`src/rtl/regression_lineaire_lms_if.sv`:
```
// Sample, load and prediction signals for the LMS linear-regression block.
// The master drives samples and loads, and the slave returns predictions and weights.
interface regression_lineaire_lms_if #(
    parameter int unsigned XW = 8,
    parameter int unsigned YW = 8,
    parameter int unsigned WW = 16,
    parameter int unsigned OW = 16
);
    logic          in_valid;
    logic          in_ready;
    logic          mode;
    logic [XW-1:0] taille;
    logic [YW-1:0] prix;
    logic          load_en;
    logic [WW-1:0] load_w;
    logic [WW-1:0] load_b;
    logic          out_valid;
    logic          out_ready;
    logic [OW-1:0] y;
    logic [WW-1:0] w;
    logic [WW-1:0] b;

    modport master (
        output in_valid, mode, taille, prix, load_en, load_w, load_b, out_ready,
        input  in_ready, out_valid, y, w, b
    );

    modport slave (
        input  in_valid, mode, taille, prix, load_en, load_w, load_b, out_ready,
        output in_ready, out_valid, y, w, b
    );
endinterface

```
`src/rtl/regression_lineaire_lms.sv`:
```
// Single-feature linear regression y = w*taille + b with an LMS weight update in train mode.
// The weight and bias are fixed point with FRAC fractional bits, and the learning rate is 2^-MU_SHIFT.
//
// state | meaning
// IDLE  | waiting for a sample or a weight/bias load
// MUL   | register w * taille
// PRED  | form the floored, saturated prediction into y
// UPD   | LMS update of w and b (train only)
// OUT   | hold y until the consumer takes it
module regression_lineaire_lms #(
    parameter int unsigned XW       = 8,
    parameter int unsigned YW       = 8,
    parameter int unsigned WW       = 16,
    parameter int unsigned FRAC     = 8,
    parameter int unsigned MU_SHIFT = 4,
    parameter int unsigned OW       = 16
) (
    input  logic                     clk,
    input  logic                     rst,
    regression_lineaire_lms_if.slave bus
);
    localparam logic [2:0] S_IDLE = 3'd0;
    localparam logic [2:0] S_MUL  = 3'd1;
    localparam logic [2:0] S_PRED = 3'd2;
    localparam logic [2:0] S_UPD  = 3'd3;
    localparam logic [2:0] S_OUT  = 3'd4;

    localparam int PW = WW + XW + 1;
    localparam int SW = PW + 2;
    localparam int EW = ((YW + 1 > OW) ? YW + 1 : OW) + 1;
    localparam int GW = EW + XW + 1 + FRAC;
    localparam int UW = GW + 2;

    localparam logic signed [SW-1:0] P_MAX = {{(SW-OW+1){1'b0}}, {(OW-1){1'b1}}};
    localparam logic signed [SW-1:0] P_MIN = {{(SW-OW+1){1'b1}}, {(OW-1){1'b0}}};
    localparam logic signed [UW-1:0] W_MAX = {{(UW-WW+1){1'b0}}, {(WW-1){1'b1}}};
    localparam logic signed [UW-1:0] W_MIN = {{(UW-WW+1){1'b1}}, {(WW-1){1'b0}}};

    logic [2:0]           state;
    logic                 mode_r;
    logic [XW-1:0]        taille_r;
    logic [YW-1:0]        prix_r;
    logic signed [PW-1:0] prod_r;
    logic signed [OW-1:0] y_r;
    logic signed [WW-1:0] w_r;
    logic signed [WW-1:0] b_r;

    logic signed [PW-1:0] w_px, t_px, prod_c;
    logic signed [SW-1:0] prod_sx, b_sx, p_c;
    logic signed [OW-1:0] p_sat;
    logic signed [GW-1:0] err_c, t_gx, grad_w, grad_b;
    logic signed [UW-1:0] w_new, b_new;
    logic signed [WW-1:0] w_sat, b_sat;

    always_comb begin
        w_px   = $signed({{(PW-WW){w_r[WW-1]}}, w_r});
        t_px   = $signed({{(PW-XW){1'b0}}, taille_r});
        prod_c = w_px * t_px;

        // Both terms are floored before the add, so a fractional bias contributes only its integer part.
        prod_sx = $signed({{(SW-PW){prod_r[PW-1]}}, prod_r});
        b_sx    = $signed({{(SW-WW){b_r[WW-1]}}, b_r});
        p_c     = (prod_sx >>> FRAC) + (b_sx >>> FRAC);
        if (p_c > P_MAX)
            p_sat = P_MAX[OW-1:0];
        else if (p_c < P_MIN)
            p_sat = P_MIN[OW-1:0];
        else
            p_sat = p_c[OW-1:0];

        // The error uses the registered prediction y, which is the same value that was presented.
        err_c  = $signed({{(GW-YW){1'b0}}, prix_r}) - $signed({{(GW-OW){y_r[OW-1]}}, y_r});
        t_gx   = $signed({{(GW-XW){1'b0}}, taille_r});
        grad_w = ((err_c * t_gx) <<< FRAC) >>> MU_SHIFT;
        grad_b = (err_c <<< FRAC) >>> MU_SHIFT;

        w_new = $signed({{(UW-WW){w_r[WW-1]}}, w_r}) + $signed({{(UW-GW){grad_w[GW-1]}}, grad_w});
        b_new = $signed({{(UW-WW){b_r[WW-1]}}, b_r}) + $signed({{(UW-GW){grad_b[GW-1]}}, grad_b});
        if (w_new > W_MAX)
            w_sat = W_MAX[WW-1:0];
        else if (w_new < W_MIN)
            w_sat = W_MIN[WW-1:0];
        else
            w_sat = w_new[WW-1:0];
        if (b_new > W_MAX)
            b_sat = W_MAX[WW-1:0];
        else if (b_new < W_MIN)
            b_sat = W_MIN[WW-1:0];
        else
            b_sat = b_new[WW-1:0];
    end

    always_ff @(posedge clk) begin
        if (rst) begin
            state    <= S_IDLE;
            mode_r   <= 1'b0;
            taille_r <= '0;
            prix_r   <= '0;
            prod_r   <= '0;
            y_r      <= '0;
            w_r      <= '0;
            b_r      <= '0;
        end else begin
            case (state)
                S_IDLE: begin
                    if (bus.load_en) begin
                        w_r <= bus.load_w;
                        b_r <= bus.load_b;
                    end else if (bus.in_valid) begin
                        mode_r   <= bus.mode;
                        taille_r <= bus.taille;
                        prix_r   <= bus.prix;
                        state    <= S_MUL;
                    end
                end
                S_MUL: begin
                    prod_r <= prod_c;
                    state  <= S_PRED;
                end
                S_PRED: begin
                    y_r   <= p_sat;
                    state <= mode_r ? S_UPD : S_OUT;
                end
                S_UPD: begin
                    w_r   <= w_sat;
                    b_r   <= b_sat;
                    state <= S_OUT;
                end
                S_OUT: begin
                    if (bus.out_ready)
                        state <= S_IDLE;
                end
                default: state <= S_IDLE;
            endcase
        end
    end

    assign bus.in_ready  = (state == S_IDLE) && !bus.load_en;
    assign bus.out_valid = (state == S_OUT);
    assign bus.y         = y_r;
    assign bus.w         = w_r;
    assign bus.b         = b_r;
endmodule

```
`src/flat_wrapper.sv`:
```
// flat-port wrapper written by rule: the top's interface ports become plain ports
module regression_lineaire_lms_flat 
#(
    parameter int unsigned XW       = 8,
    parameter int unsigned YW       = 8,
    parameter int unsigned WW       = 16,
    parameter int unsigned FRAC     = 8,
    parameter int unsigned MU_SHIFT = 4,
    parameter int unsigned OW       = 16
)
  (clk, rst, bus_in_valid, bus_mode, bus_taille, bus_prix, bus_load_en, bus_load_w, bus_load_b, bus_out_ready, bus_in_ready, bus_out_valid, bus_y, bus_w, bus_b);
  regression_lineaire_lms_if #(.XW(XW), .YW(YW), .WW(WW), .OW(OW)) bus_i ();
  input  logic clk;
  input  logic rst;
  input wire logic [$bits(bus_i.in_valid)-1:0] bus_in_valid;
  input wire logic [$bits(bus_i.mode)-1:0] bus_mode;
  input wire logic [$bits(bus_i.taille)-1:0] bus_taille;
  input wire logic [$bits(bus_i.prix)-1:0] bus_prix;
  input wire logic [$bits(bus_i.load_en)-1:0] bus_load_en;
  input wire logic [$bits(bus_i.load_w)-1:0] bus_load_w;
  input wire logic [$bits(bus_i.load_b)-1:0] bus_load_b;
  input wire logic [$bits(bus_i.out_ready)-1:0] bus_out_ready;
  output wire logic [$bits(bus_i.in_ready)-1:0] bus_in_ready;
  output wire logic [$bits(bus_i.out_valid)-1:0] bus_out_valid;
  output wire logic [$bits(bus_i.y)-1:0] bus_y;
  output wire logic [$bits(bus_i.w)-1:0] bus_w;
  output wire logic [$bits(bus_i.b)-1:0] bus_b;
  assign bus_i.in_valid = bus_in_valid;
  assign bus_i.mode = bus_mode;
  assign bus_i.taille = bus_taille;
  assign bus_i.prix = bus_prix;
  assign bus_i.load_en = bus_load_en;
  assign bus_i.load_w = bus_load_w;
  assign bus_i.load_b = bus_load_b;
  assign bus_i.out_ready = bus_out_ready;
  assign bus_in_ready = bus_i.in_ready;
  assign bus_out_valid = bus_i.out_valid;
  assign bus_y = bus_i.y;
  assign bus_w = bus_i.w;
  assign bus_b = bus_i.b;
  regression_lineaire_lms #(.XW(XW), .YW(YW), .WW(WW), .FRAC(FRAC), .MU_SHIFT(MU_SHIFT), .OW(OW)) u_core (.clk(clk), .rst(rst), .bus(bus_i));
endmodule
```
`config.mk`:
```
export PLATFORM = sky130hd
export DESIGN_NAME = regression_lineaire_lms_flat
export DESIGN_NICKNAME = d
export VERILOG_FILES = /design/src/rtl/regression_lineaire_lms_if.sv /design/src/rtl/regression_lineaire_lms.sv /design/src/flat_wrapper.sv
export SDC_FILE = /design/constraint.sdc
export NUM_CORES = 1
export LEC_CHECK = 0
export ABC_AREA = 1
export CAP_MARGIN = 10
export CORE_MARGIN = 4
export CORE_UTILIZATION = 33
export CTS_CLUSTER_SIZE = 14
export DETAILED_ROUTE_END_ITERATION = 16
export PLACE_DENSITY = 0.48
export SYNTH_ARGS = -nofsm -noshare
export SYNTH_HDL_FRONTEND = slang
export SYNTH_SLANG_ARGS = --single-unit
```
`constraint.sdc`:
```
create_clock -name clk -period 10.8 [get_ports clk]
set_input_delay 2.16 -clock clk [delete_from_list [all_inputs] [get_ports clk]]
set_output_delay 2.16 -clock clk [all_outputs]
set_load 0.02 [all_outputs]
```
==> impl_results.md <==
- Largest net degree at the start of global routing: 48
- Filler cells: 5757
- CP max stage cell: fa_1
- Ant diodes: 0
- I/O Pins: 104
- Routed len/inst: 16.8 microns
- Total CTS buffers: 9
- FF-to-FF Start: u_core.bus.y[0]
- Die area: 57400 sq um
- RSZ-0062 raised after global routing: no
- Leak: 11.2 nW
- Initial antenna violation count: 0
- Antenna viol nets, final: 0
- Row Count: 84
- Slew headroom: 0.276
- RD Place Congestion: 0.907
- Area of the mapped netlist: 17700 sq um
- Max-cap violations: 0
- Setup tns final: 0 ns
- Max FO, Critical Path: 8
- Routed wire length: 57500 microns
- # hold bufs at CTS: 0
- FF+latch count, synth: 85
- Post-CTS Resized: 0
- Nets: 3160
- Global-route wire length before repair: 92300 microns
- Fraction of layout cells with a size suffix above 1: 0.0308
- R2r worst-path depth: 52
- Syn. warnings: 0
- Worst slack, placed: 1.57 ns
- Vias: 16.4k
- Most frequent cells in the layout: 667 x nand2_1, 630 x inv_1, 231 x nor2_1
- Final Hold Viols: 0
- Crit start category: flip-flop
- Count of final setup violators: 0
- Area grow syn2layout: 11.5%
- Post-CTS setup buffer count: 0
- Vias in the first global route: 17.2k
- Commonest non-fill, non-tap cell in the layout: nand2_1
- Htree depth: 3
- TritonCTS clock tree: done
- CP most frequent cell: nand2_1
- Mapped Nets: 3099
- HPWL Detailed: 48300 microns
- Pwr Density: 313 nW/um^2
- Hold wc startpoint: u_core.prix_r[0]
- Total gr overflow: 0
- Clock Tree Buf Depth: 2
- Cell variety after synth: 50
- First-pass DRT Iterations: 5
- Max Freq: 107 MHz
- Crit path kind: flip-flop to flip-flop
- Syn Inst Count: 2661
- Asr flop ratio synth: 0
- Max VDD drop: 189 uV
- Synthesized area per cell: 6.65 sq um
- Post-synth EDFFs: 0
- Core Area: 52900 sq um
- Die H: 240 microns
- Crit path DAT: 9.55 ns
- Detailed Route Iter0 Violations: 902
- Critical Path End Type: flip-flop
- Final min period: 9.31 ns
- Status: completed
- Initial Util: 0.335
- CP max stage delay: 0.52 ns
- Worst-path clk slew: 0.06 ns
- Clock sinks: 85
- Sequential share of the synthesized area: 0.0962
- Worst EP required: 11.05 ns
- Later-pin clock latency in the skew report: 0.36 ns
- Synth Flop Type: dfxtp_1
- Final period util: 0.862
- Worst Hold Path Cells: 2
- Final Max Slew Viols: 0
- RR Endpoint: u_core.bus.w[2]
- Gr usage total: 0.204
- Setup ws final: 1.49 ns
- Endpoint, Worst Hold: u_core.prix_r[0]
- Die width: 240 microns
- Reg2Reg Setup Slack: 1.49 ns
- Via-per-instance ratio: 4.80
- Fin Clk Skew: 0.0105 ns
- Min-delay worst type: flip-flop to flip-flop
- Slew @ Worst Pin: 1.08 ns
- Clock Tree Root: clkbuf_16
- Port-buffer cells: 103
- Number of remaining DRC errors: 0
routing by layer:
metal,track usage,share of wire
met3,0.0162,0.034
met2,0.361,0.48
met5,0,0
met1,0.274,0.47
met4,0.0433,0.019
power by group:
group	switching, mW	total, mW	internal [mW]	leakage, nW
combinational	3.54	5.32	1.78	10.4
clock	0.138	0.330	0.191	0.149
sequential	0.141	0.513	0.371	0.699
total	3.82	6.16	2.34	11.2
cell families (layout without fill, tap and decap cells):
family | Yosys count | in the layout | synth area share
AO/OA/AOI/OAI | 319 | 319 | 0.0998
XOR/XNOR | 71 | 71 | 0.0352
flip-flops | 85 | 85 | 0.0962
AND/OR/NAND/NOR | 1095 | 1095 | 0.256
buffers and inverters | 707 | 772 | 0.151
adder cells (fa/ha/maj) | 384 | 384 | 0.362
synth_stat cells (12+ instances only):
master	number	area, sq um
nand2_1	667	2500
inv_1	630	2360
nor2_1	231	867
fa_1	213	4260
ha_1	171	2140
a21oi_1	129	646
o21ai_0	121	606
nand3_1	93	465
dfxtp_1	85	1700
clkbuf_1	58	218
xor2_1	43	377
xnor2_1	28	245
nand4_1	22	138
or2_2	15	93.8
a21o_1	14	105
nor2_2	12	75.1
nor3_1	12	60.1
metrics by stage:
| step | instance area (sq um) | instances | power [mW] | utilization | hold WS [ns] |
|---|---|---|---|---|---|
| 2_1_floorplan | 17700 | 2661 | 4.35 | - | 0.433 |
| 3_3_place_gp | 19400 | 3399 | 5.82 | 0.367 | 0.452 |
| 5_1_grt | 19700 | 3414 | 6.95 | 0.373 | 0.502 |
| 3_5_place_dp | 19400 | 3399 | 5.83 | 0.367 | 0.471 |
| 6_report | 19700 | 3414 | 6.16 | 0.373 | 0.472 |
| 4_1_cts | 19700 | 3414 | 6.20 | 0.373 | 0.481 |
critical path, delay by kind of cell (launching register included):
kind	cells	cell delay, ns
compound gates	10	1.98
fa+ha+maj	8	3.34
buf+inv	8	0.58
flops	1	0.33
simple gates	25	2.78
xor+xnor	1	0.17
state kept, by name, indices dropped and copies added, names as in the netlist:
signal	cells
u_core.bus.b	16
u_core.bus.w	16
u_core.bus.y	16
u_core.mode_r	1
u_core.prix_r	8
u_core.prod_r	17
u_core.state	3
u_core.taille_r	8
area by class of cell:
cell class	count	area (sq um)	area share
Clock buffer	12	256	0.0130
Tap cell	688	861	0.0436
Sequential cell	85	1700	0.0863
Clock inverter	3	43.8	0.00222
Timing Repair Buffer	118	1140	0.0580
Multi-Input combinational cell	1869	13300	0.675
Inverter	639	2400	0.122
worst max path at each step:
stage | from | endpoint | slack [ns] | depth (start not counted)
floorplan | u_core.bus.y[0] | u_core.bus.w[2] | 2.54 | 52
global route | u_core.prix_r[0] | u_core.bus.w[2] | 0.73 | 54
finish | u_core.bus.y[0] | u_core.bus.w[2] | 1.49 | 52
detailed placement | u_core.prix_r[0] | u_core.bus.w[2] | 1.57 | 53
CTS | u_core.prix_r[0] | u_core.bus.w[2] | 1.52 | 53
global placement | u_core.prix_r[0] | u_core.bus.w[3] | 1.74 | 53
Power figures use the tool's default switching activity.
==> edit 1, RTL diff (same flow settings) <==
Make the reset (`rst`) asynchronous in one clocked block.
--- a/src/rtl/regression_lineaire_lms.sv
+++ b/src/rtl/regression_lineaire_lms.sv
@@ -91,5 +91,5 @@
     end
 
-    always_ff @(posedge clk) begin
+    always_ff @(posedge clk or posedge rst) begin
         if (rst) begin
             state    <= S_IDLE;
Check against the original RTL: differs if rst is asserted again (counterexample within 4 cycles, from zero or initial values and one cycle with rst high); with rst held inactive, the same outputs for 4 cycles.
==> edit 1 against the original RTL <==
Non-clock buffer count rose by 1. Sequential cell count did not move. Count of clock-buffer cells in the layout fell by 1. Routed wire length rose by 0.45%. Via count fell by 1.2%. Area after synthesis rose by 0.38%. Cell area rose by 0.25%. Worst setup slack improved by 0.044 ns. Worst hold slack improved by 0.0099 ns. Core utilization rose by 0.095 points.
Power is left out: the tool's default activity adds up to more than one toggle a clock period on the data nets, which glitch-free logic cannot reach.
==> edit 1: results (changes against the original RTL) <==
[drt]
avgRoutedWirePerCell_um = 17.3  ; was 16.8 um
wl_met1_mm = 27.9  ; was 26.8 mm
routed-via-count = 16176  ; was 16376
wl_met3_mm = 2.78  ; was 1.93 mm
drt_iter0_drc = 788  ; was 902
dr_wl_met2_mm = 25.7  ; was 27.7 mm

[cts]
clk_latency_ns = 0.39  ; was 0.36 ns
cts_resized = 0  ; unchanged
numCtsBuffers = 9  ; unchanged

[setup_path]
cp.arrival_ns = 9.58  ; was 9.55 ns
r2r_slack_ns = 1.54  ; was 1.49 ns
cp_top_family = simple AND/OR/NAND/NOR gates  ; was adder cells
reg2reg_to = u_core.bus.w[1]  ; was u_core.bus.w[2]
cpPeakStageDelay_ns = 0.65  ; was 0.52 ns
slowest_stage = nand3_1  ; was fa_1
reg2reg_depth = 47  ; was 52
worstPathMaxFanout = 20  ; was 8

[yosys]
syn_nets = 3026  ; was 3099
synthMuxAreaShare_pct = 0.380  ; was 0%
ys_seq_area_share_pct = 12.0  ; was 9.62%
synth_compound_area_share_pct = 8.03  ; was 9.98%
synth-main-ff-cell = dfrtp_1  ; was dfxtp_1
yosys-top-cells-area = fa_1, nand2_1, inv_1  ; unchanged
synth-adder-area-share_pct = 36.1  ; was 36.2%
yosys-top-cells-count = nand2_1, inv_1, fa_1  ; was nand2_1, inv_1, nor2_1
synthArstFlopShare_pct = 100  ; was 0%

[grt]
first_global_vias = 16507  ; was 17164
grt_pass1_wl_mm = 92.6  ; was 92.3 mm
grtUsageTotal_pct = 20.6  ; was 20.4%
grtUsageMet3_pct = 3.10  ; was 1.62%
grt_max_degree = 62  ; was 48
grt.met1_usage_pct = 29.5  ; was 27.4%
grtUsageMet2_pct = 32.9  ; was 36.1%

[finish]
fillers = 5649  ; was 5757
nets = 3093  ; was 3160
layout-drive-gt1-share_pct = 3.35  ; was 3.08%

[sta]
skew_ns = 0.0128  ; was 0.0105 ns
slew_headroom_pct = 18.1  ; was 27.6%

[placement]
port_buffers = 103  ; unchanged
place_hpwl_mm = 48.1  ; was 48.3 mm

[worst_hold_path]
min_to = u_core.bus.b[0]  ; was u_core.prix_r[0]
hp-start = u_core.bus.b[0]  ; was u_core.prix_r[0]

[run_status]
outcome = complete, no violations  ; unchanged

edit 1: changes by cell type in the layout (fill, tap and decap cells not counted), moves of 6 or more:
cell,unedited run,this run
dfrtp_1,0,85
dfxtp_1,84,0
nand2_1,667,727
inv_1,630,574
o21ai_0,121,67
nand3_1,93,118
nor2_1,231,207
inv_2,4,18
a21boi_1,0,10
a21o_1,14,7
mux2_2,0,6
nand2_2,10,4
edit 1: worst min-delay path, stage by stage (launching register included):
cell and delay, ns:
dfrtp_1 0.35, nand2_1 0.06, nand2_1 0.05
edit 1: how the worst max path moves through the flow:
stage	from	endpoint	depth (start not counted)
floorplan	u_core.bus.y[0]	u_core.bus.w[0]	48
CTS	u_core.bus.y[0]	u_core.bus.w[1]	47
finish	u_core.bus.y[0]	u_core.bus.w[1]	47
global route	u_core.bus.y[0]	u_core.bus.w[0]	49
global placement	u_core.bus.y[0]	u_core.bus.w[0]	45
detailed placement	u_core.bus.y[0]	u_core.bus.w[2]	47
edit 1: area by class of cell:
type,instances,area (um^2),share of cell area (%)
repair buffers,119,1150,5.82
multi-input cells,1841,13100,66.3
inverters,599,2250,11.4
clock inverters,4,32.5,0.165
flip-flops and latches,85,2130,10.8
clock buffers,11,243,1.23
well taps,688,861,4.35
edit 1: stage by stage:
| step | area [um^2] | hold slack, ns | setup slack [ns] | utilization, % | instances |
|---|---|---|---|---|---|
| after floorplan | 17800 | 0.453 | 3.07 | - | 2588 |
| after global placement | 19500 | 0.460 | 1.72 | 36.9 | 3332 |
| after detailed placement | 19500 | 0.466 | 1.56 | 36.9 | 3332 |
| after CTS | 19800 | 0.483 | 1.51 | 37.4 | 3347 |
| after global routing | 19800 | 0.518 | 0.551 | 37.4 | 3347 |
| final | 19800 | 0.482 | 1.54 | 37.4 | 3347 |
==> edit 2, RTL diff (config.mk and constraints unchanged) <==
Made on the original files. `OW` is set to 16 in 3 places; all go to 17.
--- a/src/rtl/regression_lineaire_lms_if.sv
+++ b/src/rtl/regression_lineaire_lms_if.sv
@@ -5,5 +5,5 @@
     parameter int unsigned YW = 8,
     parameter int unsigned WW = 16,
-    parameter int unsigned OW = 16
+    parameter int unsigned OW = 17
 );
     logic          in_valid;
--- a/src/rtl/regression_lineaire_lms.sv
+++ b/src/rtl/regression_lineaire_lms.sv
@@ -14,5 +14,5 @@
     parameter int unsigned FRAC     = 8,
     parameter int unsigned MU_SHIFT = 4,
-    parameter int unsigned OW       = 16
+    parameter int unsigned OW       = 17
 ) (
     input  logic                     clk,
--- a/src/flat_wrapper.sv
+++ b/src/flat_wrapper.sv
@@ -7,5 +7,5 @@
     parameter int unsigned FRAC     = 8,
     parameter int unsigned MU_SHIFT = 4,
-    parameter int unsigned OW       = 16
+    parameter int unsigned OW       = 17
 )
   (clk, rst, bus_in_valid, bus_mode, bus_taille, bus_prix, bus_load_en, bus_load_w, bus_load_b, bus_out_ready, bus_in_ready, bus_out_valid, bus_y, bus_w, bus_b);
Interface: changed (resized bus_y); port bits go from 104 to 105. The function was not compared with the original's and may differ.
==> edit 2 against the original RTL <==
Area after synthesis is 1.1% lower. Cell area is 1.1% lower. Worst setup slack better by 0.18 ns. Critical path depth is 5 lower. Power is 2.9% higher. Core utilization is 0.20 points lower. Routed wire length is 2.4% lower. Sequential cell count is 1 higher. Largest cell class unchanged.
==> edit 2: results (changes against the original RTL) <==
[run_status]
outcome = complete, no violations  ; unchanged

[drt]
dr_wl_met2_mm = 25.3  ; was 27.7 mm
wl_met3_mm = 2.13  ; was 1.93 mm
wl_met1_mm = 27.6  ; was 26.8 mm
wl_mm = 56.1  ; was 57.5 mm
drt_iter0_drc = 967  ; was 902

[cts]
clk_transition_reported_paths_ns = 0.08  ; was 0.06 ns
cts.sinks = 86  ; was 85

[finish]
multi_input_area_um2 = 13200  ; was 13300 um^2
clock_buffers = 9  ; was 12
area.sequential_um2 = 1720  ; was 1700 um^2
clockNetworkAreaShare_pct = 1.48  ; was 1.52%
multi_input_gates = 1829  ; was 1869
design_area_um2 = 19500  ; was 19700 um^2
final-instance-count-excl-fill = 3338  ; was 3414

[setup_path]
cp.arrival_ns = 9.46  ; was 9.55 ns
reg2reg_to = u_core.bus.w[1]  ; was u_core.bus.w[2]
reg2reg_depth = 47  ; was 52

[yosys]
syn_nets = 3030  ; was 3099
yosys-top-cells-area = fa_1, nand2_1, inv_1  ; unchanged
synth-adder-area-share_pct = 37.3  ; was 36.2%
syn_avg_cell_area_um2 = 6.76  ; was 6.65 um^2
ys_seq_area_share_pct = 9.84  ; was 9.62%

[power]
seq_power_share_pct = 7.7  ; was 8.3%
vdd_drop_max_mv = 0.210  ; was 0.189 mV

[placement]
placed_area_um2 = 19200  ; was 19400 um^2
place_hpwl_mm = 46.9  ; was 48.3 mm

[grt]
grt.met1_usage_pct = 29.3  ; was 27.4%

[sta]
hold_ws_ns = 0.463  ; was 0.472 ns

==> edit 2: critical path, delay by kind of cell, from the launching register on <==
| kind | cells | cell delay, ns |
|---|---|---|
| adder cells (fa/ha/maj) | 8 | 3.31 |
| AND/OR/NAND/NOR | 21 | 2.37 |
| AO/OA/AOI/OAI | 10 | 1.91 |
| XOR/XNOR | 2 | 0.58 |
| buffers and inverters | 6 | 0.52 |
| flip-flops | 1 | 0.36 |
==> edit 2: kinds of logic (layout without fill, tap and decap cells) <==
kind of cell	count (synthesis)	after routing
simple gates	1009	1009
buf+inv	671	735
fa+ha+maj	390	390
compound gates	343	343
xor+xnor	86	86
flops	86	86
mux	1	1
==> edit 2: worst max path at each step <==
stage	to	slack (ns)	cells after the start
floorplan	u_core.bus.w[0]	3.11	45
CTS	u_core.bus.w[1]	1.71	47
global route	u_core.bus.w[2]	0.74	46
detailed placement	u_core.bus.w[1]	1.74	47
finish	u_core.bus.w[1]	1.67	47
global placement	u_core.bus.w[0]	1.96	48
